**config.mk**
```make
export PLATFORM = sky130hd
export DESIGN_NAME = ml605_clken_gen
export DESIGN_NICKNAME = d
export VERILOG_FILES = /design/src/rtl/ml605_clkgen_pkg.sv /design/src/rtl/ml605_clken_ch.sv /design/src/rtl/ml605_clken_gen.sv
export SDC_FILE = /design/constraint.sdc
export NUM_CORES = 1
export LEC_CHECK = 0
export CAP_MARGIN = 20
export CORE_MARGIN = 2
export CORE_UTILIZATION = 51
export DETAILED_ROUTE_END_ITERATION = 7
export PLACE_DENSITY = 0.79
export SETUP_SLACK_MARGIN = 0.02
export SLEW_MARGIN = 20
export SYNTH_ARGS = -nofsm -noshare
export SYNTH_HDL_FRONTEND = slang
export SYNTH_SLANG_ARGS = --single-unit
export TNS_END_PERCENT = 20
```
**constraint.sdc**
```tcl
create_clock -name clk_200 -period 8.45 [get_ports clk_200]
set_input_delay 1.2675 -clock clk_200 [delete_from_list [all_inputs] [get_ports clk_200]]
set_output_delay 1.2675 -clock clk_200 [all_outputs]
set_load 0.1 [all_outputs]
```
**src/rtl/ml605_clkgen_pkg.sv**
```systemverilog
// ml605_clkgen_pkg: default parameters and the pending divisor-update record
// shared by ml605_clken_gen and its per-channel sub-module.
package ml605_clkgen_pkg;

    localparam int NUM_CH_DEF  = 4;
    localparam int DIV_W_DEF   = 16;
    localparam int DIV_RST_DEF = 2;

    // Record fields are sized for the largest legal configuration (16 channels, 32-bit divisor).
    localparam int CH_W_MAX    = 4;
    localparam int DIV_W_MAX   = 32;

    typedef struct packed {
        logic                 valid;
        logic [CH_W_MAX-1:0]  ch;
        logic [DIV_W_MAX-1:0] div;
    } pend_slot_t;

    function automatic int ch_idx_w(input int n);
        return (n > 1) ? $clog2(n) : 1;
    endfunction

endpackage

```
**src/rtl/ml605_clken_ch.sv**
```systemverilog
// ml605_clken_ch: one divide-by-D clock-enable channel producing a one-cycle
// strobe every D cycles and a square wave that toggles on each strobe.
module ml605_clken_ch
    import ml605_clkgen_pkg::*;
#(
    parameter int DIV_W   = DIV_W_DEF,
    parameter int DIV_RST = DIV_RST_DEF
) (
    input  logic             clk_200,
    input  logic             rst,
    input  logic             i_en,
    input  logic             i_sync,
    input  logic             i_load,
    input  logic [DIV_W-1:0] i_load_div,
    output logic             o_wrap,
    output logic             o_idle,
    output logic             o_clk_en,
    output logic             o_clk_sq
);

    logic [DIV_W-1:0] r_cnt;
    logic [DIV_W-1:0] r_div;
    logic             r_clk_en;
    logic             r_clk_sq;
    logic             w_run;
    logic             w_hit;

    assign w_run    = i_en && (r_div != '0);
    assign w_hit    = (r_cnt == (r_div - DIV_W'(1)));
    assign o_wrap   = w_run && w_hit && !i_sync;
    assign o_idle   = !w_run;
    assign o_clk_en = r_clk_en;
    assign o_clk_sq = r_clk_sq;

    // A new divisor only ever lands at a wrap or while idle, so cnt is 0 when it takes effect.
    always_ff @(posedge clk_200) begin
        if (rst) begin
            r_cnt    <= '0;
            r_div    <= DIV_W'(DIV_RST);
            r_clk_en <= 1'b0;
            r_clk_sq <= 1'b0;
        end else begin
            if (i_load) begin
                r_div <= i_load_div;
            end
            if (i_sync || !w_run) begin
                r_cnt    <= '0;
                r_clk_en <= 1'b0;
                r_clk_sq <= 1'b0;
            end else if (w_hit) begin
                r_cnt    <= '0;
                r_clk_en <= 1'b1;
                r_clk_sq <= ~r_clk_sq;
            end else begin
                r_cnt    <= r_cnt + DIV_W'(1);
                r_clk_en <= 1'b0;
            end
        end
    end

endmodule

```
**src/rtl/ml605_clken_gen.sv**
```systemverilog
// ml605_clken_gen: NUM_CH independent clock-enable generators with a single-slot
// divisor update handshake. Define CLKEN_GEN_PHASE_ALIGN_EN to add the sync_req phase-align input.
module ml605_clken_gen
    import ml605_clkgen_pkg::*;
#(
    parameter  int NUM_CH  = NUM_CH_DEF,
    parameter  int DIV_W   = DIV_W_DEF,
    parameter  int DIV_RST = DIV_RST_DEF,
    localparam int CH_W    = ch_idx_w(NUM_CH)
) (
    input  logic              clk_200,
    input  logic              rst,
`ifdef CLKEN_GEN_PHASE_ALIGN_EN
    input  logic              sync_req,
`endif
    input  logic [NUM_CH-1:0] ch_en,
    input  logic              cfg_valid,
    output logic              cfg_ready,
    input  logic [CH_W-1:0]   cfg_ch,
    input  logic [DIV_W-1:0]  cfg_div,
    output logic [NUM_CH-1:0] clk_en,
    output logic [NUM_CH-1:0] clk_sq
);

    pend_slot_t        r_pend;
    logic              w_sync;
    logic              w_ch_ok;
    logic              w_unused;
    logic [NUM_CH-1:0] w_wrap;
    logic [NUM_CH-1:0] w_idle;
    logic [NUM_CH-1:0] w_apply;

`ifdef CLKEN_GEN_PHASE_ALIGN_EN
    assign w_sync = sync_req;
`else
    assign w_sync = 1'b0;
`endif

    assign w_ch_ok   = (int'(cfg_ch) < NUM_CH);
    assign cfg_ready = ~r_pend.valid;
    assign w_unused  = ^r_pend.div;

    for (genvar gi = 0; gi < NUM_CH; gi++) begin : g_ch
        assign w_apply[gi] = r_pend.valid && (r_pend.ch == CH_W_MAX'(gi)) &&
                             (w_wrap[gi] || w_idle[gi] || w_sync);

        ml605_clken_ch #(
            .DIV_W   (DIV_W),
            .DIV_RST (DIV_RST)
        ) u_ch (
            .clk_200    (clk_200),
            .rst        (rst),
            .i_en       (ch_en[gi]),
            .i_sync     (w_sync),
            .i_load     (w_apply[gi]),
            .i_load_div (r_pend.div[DIV_W-1:0]),
            .o_wrap     (w_wrap[gi]),
            .o_idle     (w_idle[gi]),
            .o_clk_en   (clk_en[gi]),
            .o_clk_sq   (clk_sq[gi])
        );
    end

    // Updates aimed at a non-existent channel are acknowledged but never occupy the slot.
    always_ff @(posedge clk_200) begin
        if (rst) begin
            r_pend <= '0;
        end else if (r_pend.valid) begin
            if (|w_apply) begin
                r_pend.valid <= 1'b0;
            end
        end else if (cfg_valid && w_ch_ok) begin
            r_pend.valid <= 1'b1;
            r_pend.ch    <= CH_W_MAX'(cfg_ch);
            r_pend.div   <= DIV_W_MAX'(cfg_div);
        end
    end

endmodule
```
# After elaboration in Yosys (flattened, before gate mapping)
# Index checks and enable logic that the tools add are counted.
# Widths: inputs -> output; s select.
# totals
register_bits,155
output_inout_bits,9
wordCells,89
# op_classes
n_addsub,8
eq_ne,7
mux,7
bitwise,9
reduce_logical,39
# ops
cell,n
$add 16x1->16 const B,4
$eq 16x16->1,4
$reduce_bool 16->1,4
$sub 16x1->16 const B,4
$mux 37,1
$logic_and 1x1->1,16
$reduce_or 3->1,4
$not 1->1,9
$reduce_or 2->1,4
$mux 1,6
$eq 2x2->1 const B,2
$logic_not 1->1,4
$logic_not 4->1,1
$logic_or 1x1->1,4
$reduce_or 4->1,1
$eq 2x1->1 const B,1
$reduce_and 2->1,1

# Depth between registers and ports, before layout
# Gate-level depths: netlist of the first run.
# depth
depth_word,8
ltp_mapped,14

# Hierarchy
# From an unflattened synthesis of the first run, not the netlist that was laid out.
# unflattened
cells_unflattened,947
area_unflattened_um2,8963.6
# modules_own_cells
mod,instances,cells_each,area_per_inst_um2
ml605_clken_ch,4,213,2054.5
ml605_clken_gen,1,95,745.7

# Worst setup path after synthesis of the first run
# Ideal clock, no wire load.
# synth_path
path_kind,reg-to-reg
start,reg g_ch[0].u_ch.r_div[0]
end,reg g_ch[0].u_ch.r_div[11]
setup_time_ns,0.128
arrival_time_ns,3.161
slack_ns,5.162
path_stages_with_launch,13
n_path_buf,1
synth_period_minus_slack_ns,3.288
cell_sequence,dfxtp_1 inv_1 ha_1 or4b_4 o41ai_2 o32a_1 mux2i_1 nor3_2 nand3b_4 a2111oi_4 buf_8 mux2i_1 nor2_1
# synth_via
elab_chain_cells,5
word_cells_on_any_way,8
cone_classes,add/sub (1); eq/ne (1); reduce/logical (6)
# synth_rtl
item,line_no,rtl
from (decl),ml605_clken_ch.sv:22,logic [DIV_W-1:0] r_div;
from (signal assigned),ml605_clken_ch.sv:39,r_div <= DIV_W'(DIV_RST);
from (signal assigned),ml605_clken_ch.sv:44,r_div <= i_load_div;
$sub 16x1->16 or $reduce_bool 16->1 (tied branches),"ml605_clken_ch.sv:29, ml605_clken_ch.sv:28",
$eq 16x16->1 or $logic_and 1x1->1 (tied branches),"ml605_clken_ch.sv:29, ml605_clken_ch.sv:28",
$logic_and 1x1->1 or $logic_not 1->1 (tied branches),"ml605_clken_ch.sv:30, ml605_clken_ch.sv:31",
$logic_or 1x1->1 *,ml605_clken_gen.sv:45,(w_wrap[gi] || w_idle[gi] || w_sync);
$logic_and 1x1->1 *,ml605_clken_gen.sv:44,assign w_apply[gi] = r_pend.valid && (r_pend.ch == CH_W_MAX'(gi)) &&
# Every way passes the cells marked *; elsewhere a longest branch is shown, timed or not.
# A chain may end at the register's enable or synchronous reset.

# Final worst setup path of the first run
# layout_path
start,reg g_ch[1].u_ch.r_div[0]
end,reg g_ch[1].u_ch.r_div[1]
# layout_via
elab_chain_cells,5
word_cells_on_any_way,8
cone_classes,add/sub (1); eq/ne (1); reduce/logical (6)
# layout_rtl
item,line_no
from (decl),ml605_clken_ch.sv:22
from (signal assigned),ml605_clken_ch.sv:39
from (signal assigned),ml605_clken_ch.sv:44
$sub 16x1->16 or $reduce_bool 16->1 (tied branches),"ml605_clken_ch.sv:29, ml605_clken_ch.sv:28"
$eq 16x16->1 or $logic_and 1x1->1 (tied branches),"ml605_clken_ch.sv:29, ml605_clken_ch.sv:28"
$logic_and 1x1->1 or $logic_not 1->1 (tied branches),"ml605_clken_ch.sv:30, ml605_clken_ch.sv:31"
$logic_or 1x1->1 *,ml605_clken_gen.sv:45
$logic_and 1x1->1 *,ml605_clken_gen.sv:44
# Marks and branches as above.

==> metrics.md, run 1 <==
| Metric | Value |
|---|---|
| Hold Path Depth | `1` |
| Routed wire length | `17.5 mm` |
| Placed wire-length estimate after detailed placement | `12.4 mm` |
| Total CTS buffers | `17` |
| Internal power | `1.26 mW` |
| Seq pwr share | `46.3%` |
| Worst EP required | `8770 ps` |
| Number of hold buffers added after cts | `0` |
| Number of setup buffers added after CTS | `0` |
| Die height | `130 um` |
| TritonCTS clock tree | `done` |
| Total number of vias | `6410` |
| Routed Antenna Nets | `0` |
| Clock skew | `4.72 ps` |
| Clock Path Buffers | `2` |
| Final core occ | `57.7%` |
| Leftover overflow at the end of global routing | `0` |
| Maximum clock frequency | `0.267 GHz` |
| Total power consumption of the routed design | `1.66 mW` |
| RSZ-0062 raised after global routing | `no` |
| Detail Route met2 WL | `8.15 mm` |
| Final instance count without filler cells | `1180` |
| Starting density of the core | `51.6%` |
| Final hold violation count | `0` |
| Placement Cell Area | `0.00845 sq mm` |
| CTS-repair resized insts | `0` |
| Number of nets in the synthesized netlist | `977` |
| Reported leakage power | `3.36 nW` |
| Metal-1 WL | `8.45 mm` |
| Share of power burned in the clock network | `44.5%` |
| Share of synthesized area occupied by flip-flops and latches | `38.4%` |
| Clock slew seen by the registers of the worst setup and hold paths | `60 ps` |
| Synth Register Bits | `155` |
| Die width | `130 um` |
| Top metal layer carrying routed signals | `met4` |
| Number of max-slew violations in the final report | `0` |
| Number of iterations in the first detailed-routing pass | `5` |
| Drt wl/cell | `14.9 um` |
| Total global routing track utilization | `22.0%` |
| Number of enable-type register cells in the synthesized netlist | `0` |
| Post-route DRC violation count | `0` |
| Avg Cell Area, Syn | `8.56 sq um` |
| Min-delay worst type | `reg2reg` |
| Final weighted congestion of routability-driven global placement | `0.893` |
| Netlist area before placement | `0.00808 sq mm` |
| Normalized max-slew margin | `34.7%` |
| Via count of the first global-routing pass | `5992` |
| Count of mapped cells out of synthesis | `944` |
| Core Footprint | `0.0157 sq mm` |
| NumNets Final | `986` |
| Total instance count after detailed placement | `1150` |
| Htree depth | `4` |
| Shortest period the worst path allows | `3740 ps` |
| Area enclosed by the die boundary | `0.0169 sq mm` |
| Async S/R FF share, synth | `0%` |
| Count of routing violations after the opening detailed-route iteration | `467` |
| Summed negative setup slack over all endpoints | `0 ps` |
| Antenna diode instance count | `0` |
| Combinational cell fraction of total power | `9.2%` |
| CP startpoint kind | `flip-flop` |
| Number of warning messages in the yosys log | `0` |
| Clock latency on the worst-skew pair | `430 ps` |
| Synthesis-to-finish area growth | `11.7%` |
| Status | `completed` |
| Wire length of the first global-routing pass | `29.3 mm` |
| Std cell rows | `46` |
| Largest net degree at the start of global routing | `89` |
| Most common flop cell mapped by yosys | `dfxtp_1` |
| Switching pwr | `0.403 mW` |
| Clock root cell | `clkbuf_16` |
| Arrival time of data at the critical path endpoint | `4060 ps` |
| Initial antenna violation count | `0` |
| Number of max-cap violations | `0` |
| Finished Cell Area | `0.00903 sq mm` |
| Clock sinks | `155` |
| Nature of the critical path endpoint | `flip-flop` |
| Startpoint-to-endpoint class of the critical path | `reg2reg` |
| Maximum fanout count along the critical path | `17` |
| Period utilization | `44.3%` |
| Met3 WL | `668 um` |
| Worst r2r path cells | `10` |
| Number of distinct library cells after synthesis | `72` |
| Port Buf Inserts | `33` |
| Switching Share | `24.2%` |
| Ratio of cells with drive above 1 in the final layout | `5.39%` |
| Final count of negative-setup-slack endpoints | `0` |
| Number of placed I/O pins | `34` |
| Actual slew at the worst max-slew pin | `976 ps` |
| Worst IR drop on VDD | `0.148 mV` |
| Cell area power density | `184 mW/mm^2` |
| Detailed-route vias per instance | `5.43` |
## sequential cells by signal, summed over array words and instances (netlist names)
register            flops
r_pend                 19
g_ch.u_ch.o_clk_sq      4
g_ch.u_ch.r_div        64
g_ch.u_ch.r_cnt        64
g_ch.u_ch.o_clk_en      4
## metal layers
metal  GRT usage (%)  vias up
met5               0        -
met2            35.9      117
met1            29.5     3030
met4            6.64        0
met3            4.47       23
li1                -     3240
## metrics by stage
stage / setup WS, ps / hold WS [ps]
6_report: 4710 / 501
5_1_grt: 4370 / 542
4_1_cts: 4680 / 510
3_5_place_dp: 4720 / 496
3_3_place_gp: 4840 / 481
2_1_floorplan: 5160 / 449
## critical path, stage by stage (launching register included)
cell,delay (ps)
dfxtp_1,340
inv_1,70
ha_1,180
nor4b_1,760
nand3_1,190
xnor2_1,160
a2111oi_0,360
and3_1,240
nand3_2,140
a2111o_1,790
a211o_1,390
## final timing paths
path                           end  slack (ps)             startpoint
min reg2reg  g_ch[3].u_ch.r_cnt[0]         500  g_ch[3].u_ch.r_cnt[0]
min          g_ch[3].u_ch.r_cnt[0]         500  g_ch[3].u_ch.r_cnt[0]
max          g_ch[1].u_ch.r_div[1]        4710  g_ch[1].u_ch.r_div[0]
max reg2reg  g_ch[1].u_ch.r_div[1]        4710  g_ch[1].u_ch.r_div[0]
## cells in the mapped netlist, types with 4 or more instances
master    number  area [sq um]
mux2i_1       66           661
a31oi_1        4          25.0
inv_1         22          82.6
or4_1          5          37.5
or3_1          5          31.3
and3_1        19           119
nor4_1        15          93.8
ha_1           8           100
nand2_1       70           263
xnor2_1       74           648
nor2_1       184           691
buf_2          4          20.0
dfxtp_1      155          3100
nor3b_1        4          30.0
xor2_1        70           613
nor2b_1        5          31.3
a211o_1        4          35.0
o21ai_0        8          40.0
a21oi_1       23           115
nor3_1        18          90.1
clkbuf_1      26          97.6
nand2b_1       8          50.1
buf_4         11          82.6
nand3_1       46           230
nand4_1       14          87.6
## power by group through the flow
stage,sequential (mW),combinational [mW],clock [mW]
2_1_floorplan,0.774,0.122,0
3_3_place_gp,0.785,0.149,0
3_5_place_dp,0.785,0.152,0
4_1_cts,0.769,0.153,0.750
5_1_grt,0.771,0.168,0.780
6_report,0.769,0.154,0.740
## placed cells by master, fill, tap and decap left out, drive strengths merged, types with 3 or more instances in the layout
cell type        n
nor2           184
o21ai            8
nor3            19
ha               8
xnor2           74
or2              5
a41oi            3
nand3           47
a31oi            4
nor4            15
mux2i           66
clkdlybuf4s50   32
clkbuf          23
or4              5
buf              4
a21oi           24
nor2b            5
inv             22
or3              7
nand2b           8
a221oi           3
and2             3
o31a             4
a211o            5
nor3b            4
o211ai           3
clkinv           4
nand3b           4
nand2           70
nand4           14
a211oi           3
dfxtp          155
nor4b            4
and3            19
xor2            70
a2111oi          4
## area by class of cell
class,instances,area (sq um)
Fill cell,1417,6630
Multi-Input combinational cell,721,4650
Sequential cell,155,3100
Clock buffer,23,478
Timing Repair Buffer,36,348
Tap cell,216,270
Clock inverter,7,91.3
Inverter,22,82.6
## kinds of logic (layout without fill, tap and decap cells)
family / count (synthesis) / count (layout) / synth area share [%]
buffers and inverters: 68 / 88 / 4.13
AND/OR/NAND/NOR: 420 / 420 / 24.6
flip-flops: 155 / 155 / 38.4
AO/OA/AOI/OAI: 82 / 82 / 7.67
adder cells (fa/ha/maj): 8 / 8 / 1.24
multiplexers: 67 / 67 / 8.32
XOR/XNOR: 144 / 144 / 15.6
Power figures use the tool's default switching activity.
==> run 2, diff against run 1 <==
--- a/config.mk
+++ b/config.mk
@@ -9,7 +9,7 @@
 export CORE_MARGIN = 2
 export CORE_UTILIZATION = 51
 export DETAILED_ROUTE_END_ITERATION = 7
-export PLACE_DENSITY = 0.79
+export PLACE_DENSITY = 0.82
 export SETUP_SLACK_MARGIN = 0.02
 export SLEW_MARGIN = 20
 export SYNTH_ARGS = -nofsm -noshare
==> constraint.sdc (replaced) <==
create_clock -name clk_200 -period 3.4 [get_ports clk_200]
set_input_delay 0.51 -clock clk_200 [delete_from_list [all_inputs] [get_ports clk_200]]
set_output_delay 0.51 -clock clk_200 [all_outputs]
set_load 0.1 [all_outputs]
==> metrics.md, run 2 (synthesis gave the netlist of run 1 again) <==
| Metric | Value |
|---|---|
| Crit. Startpoint | `g_ch[1].u_ch.r_div[8]` |
| R2R setup slack | `190 ps (-4520 ps)` |
| Initial antenna violation count | `0 (unchanged)` |
| Final count of negative-setup-slack endpoints | `0 (unchanged)` |
| Maximum fanout count along the critical path | `9 (-8)` |
| Total CTS buffers | `17 (unchanged)` |
| Worst IR drop on VDD | `0.384 mV (+160%)` |
| Htree depth | `4 (unchanged)` |
| Final hold violation count | `0 (unchanged)` |
| Count of routing violations after the opening detailed-route iteration | `563 (+21%)` |
| Drt wl/cell | `15.4 um (+3.6%)` |
| Hold Path Depth | `2 (+1)` |
| Most common cell after layout, fill and taps aside | `nor2_1` |
| Port Buf Inserts | `33 (unchanged)` |
| Finished Cell Area | `0.00925 sq mm (+2.4%)` |
| Reported leakage power | `3.48 nW (+3.5%)` |
| Die height | `130 um (unchanged)` |
| Routed wire length | `18.5 mm (+5.7%)` |
| Shortest period the worst path allows | `3210 ps (-529 ps)` |
| Number of placed I/O pins | `34 (unchanged)` |
| Number of setup buffers added after CTS | `0 (unchanged)` |
| Antenna diode instance count | `0 (unchanged)` |
| Number of iterations in the first detailed-routing pass | `5 (unchanged)` |
| Placement Cell Area | `0.00864 sq mm (+2.2%)` |
| Cell area power density | `457 mW/mm^2 (+150%)` |
| Placed wire-length estimate after detailed placement | `12.9 mm (+3.9%)` |
| Launch instance of the worst register-to-register path | `g_ch[1].u_ch.r_div[8]` |
| Regs by FF count | `g_ch.u_ch.r_cnt: 64 flops, g_ch.u_ch.r_div: 64 flops, r_pend: 19 flops` |
| Clock root cell | `clkbuf_16` |
| Largest net degree at the start of global routing | `47 (-47%)` |
| Worst hold slack after final layout | `492 ps (-8.10 ps)` |
| Maximum clock frequency | `0.311 GHz (+16%)` |
| Total power consumption of the routed design | `4.23 mW (+150%)` |
| Summed negative setup slack over all endpoints | `0 ps (unchanged)` |
| Via count of the first global-routing pass | `6214 (+3.7%)` |
| NumNets Final | `1008 (+2.2%)` |
| Nature of the critical path endpoint | `flip-flop` |
| Post-route worst setup slack | `186 ps (-4520 ps)` |
| Leftover overflow at the end of global routing | `0 (unchanged)` |
| Post-route DRC violation count | `0 (unchanged)` |
| Total number of vias | `6586 (+2.7%)` |
| Clock latency on the worst-skew pair | `440 ps (about the same)` |
| Ratio of cells with drive above 1 in the final layout | `8.10% (+2.7 points)` |
| Number of max-slew violations in the final report | `0 (unchanged)` |
| Std cell rows | `46 (unchanged)` |
| Clock slew seen by the registers of the worst setup and hold paths | `70 ps (about the same)` |
| Arrival time of data at the critical path endpoint | `3540 ps (-520 ps)` |
| Final weighted congestion of routability-driven global placement | `0.887 (-0.67%)` |
| Core Footprint | `0.0157 sq mm (unchanged)` |
| Detailed-route vias per instance | `5.47 (+0.70%)` |
| Wire length of the first global-routing pass | `30.5 mm (+4.4%)` |
| Number of max-cap violations | `0 (unchanged)` |
| Normalized max-slew margin | `34.2% (-0.50 points)` |
| Clock sinks | `155 (unchanged)` |
| Number of filler cells placed in the layout | `1372 (-3.2%)` |
| Worst EP required | `3720 ps (-5050 ps)` |
| Worst r2r path cells | `10 (unchanged)` |
| Status | `completed` |
| Startpoint-to-endpoint class of the critical path | `reg2reg` |
| Total global routing track utilization | `23.1% (+1.1 points)` |
| Worst hold endpoint | `g_ch[1].u_ch.r_div[0]` |
| Die width | `130 um (unchanged)` |
| Synthesis-to-finish area growth | `14.4%` |
| Most frequent cells in the layout | `nor2_1 (184), dfxtp_1 (155), xnor2_1 (74)` |
| Min-delay worst type | `in2reg` |
| Clock skew | `11.1 ps (+6.38 ps)` |
| HP Start | `rst` |
| Routed Antenna Nets | `0 (unchanged)` |
| Clock Path Buffers | `2 (unchanged)` |
| Actual slew at the worst max-slew pin | `984 ps (+7.53 ps)` |
| RSZ-0062 raised after global routing | `no` |
| Area enclosed by the die boundary | `0.0169 sq mm (unchanged)` |
| TritonCTS clock tree | `done` |
| Endpoint of the worst-slack reg-to-reg timing path | `g_ch[1].u_ch.r_div[8]` |
| CP startpoint kind | `flip-flop` |
| Period utilization | `94.5% (+50 points)` |
| Worst setup slack after placement | `230 ps (-4490 ps)` |
| Starting density of the core | `51.6% (unchanged)` |
==> run 2: worst max-delay path by stage <==
stage	cells after the start	slack (ps)	endpoint
2_1_floorplan	12	110	g_ch[0].u_ch.r_div[11]
3_3_place_gp	12	320	g_ch[0].u_ch.r_div[1]
3_5_place_dp	10	230	g_ch[1].u_ch.r_div[10]
4_1_cts	10	150	g_ch[1].u_ch.r_div[8]
5_1_grt	10	40	g_ch[1].u_ch.r_div[8]
6_report	10	190	g_ch[1].u_ch.r_div[8]
==> run 2: area by class of cell <==
class	count	area [sq um]	area share, %
Clock inverter	14	161	1.75
Sequential cell	155	3100	33.6
Tap cell	216	270	2.92
Timing Repair Buffer	58	536	5.79
Clock buffer	18	429	4.64
Inverter	22	82.6	0.893
Multi-Input combinational cell	721	4660	50.4
==> run 2: timing repair <==
action / in CTS / in global routing
endpoints found under the setup margin: 0 / 14
gates resized for setup: 0 / 3
hold buffers: 0 / 0
==> run 2: power breakdown <==
| group | internal [mW] | switching (mW) |
|---|---|---|
| Clock | 1.10 | 0.814 |
| Sequential | 1.85 | 0.0612 |
| Combinational | 0.168 | 0.233 |
==> run 2: worst max-delay path: stages (launching register included) <==
cell      delay (ps)
dfxtp_1          310
or4_1            650
or4_1            480
nor3_1           240
xnor2_1          150
and3_1           190
nand3_2           90
a2111o_1         510
buf_4            220
mux2i_1          190
nor2_1            60
==> run 2: routing by layer <==
| metal | share of wire [%] | vias up | GRT usage [%] | wire, um |
|---|---|---|---|---|
| li1 | - | 3284 | - | - |
| met1 | 46 | 3137 | 30.0 | 8520 |
| met2 | 49 | 145 | 38.7 | 9020 |
| met3 | 4.3 | 20 | 5.54 | 801 |
| met4 | 1.1 | 0 | 6.14 | 197 |
| met5 | 0 | - | 0 | 0 |
==> run 2: per-stage QoR <==
step	cells	util (%)
finish	1204	59.1
global route	1204	59.1
detailed placement	1172	55.2
CTS	1204	59.0
global placement	1172	55.2
floorplan	944	-
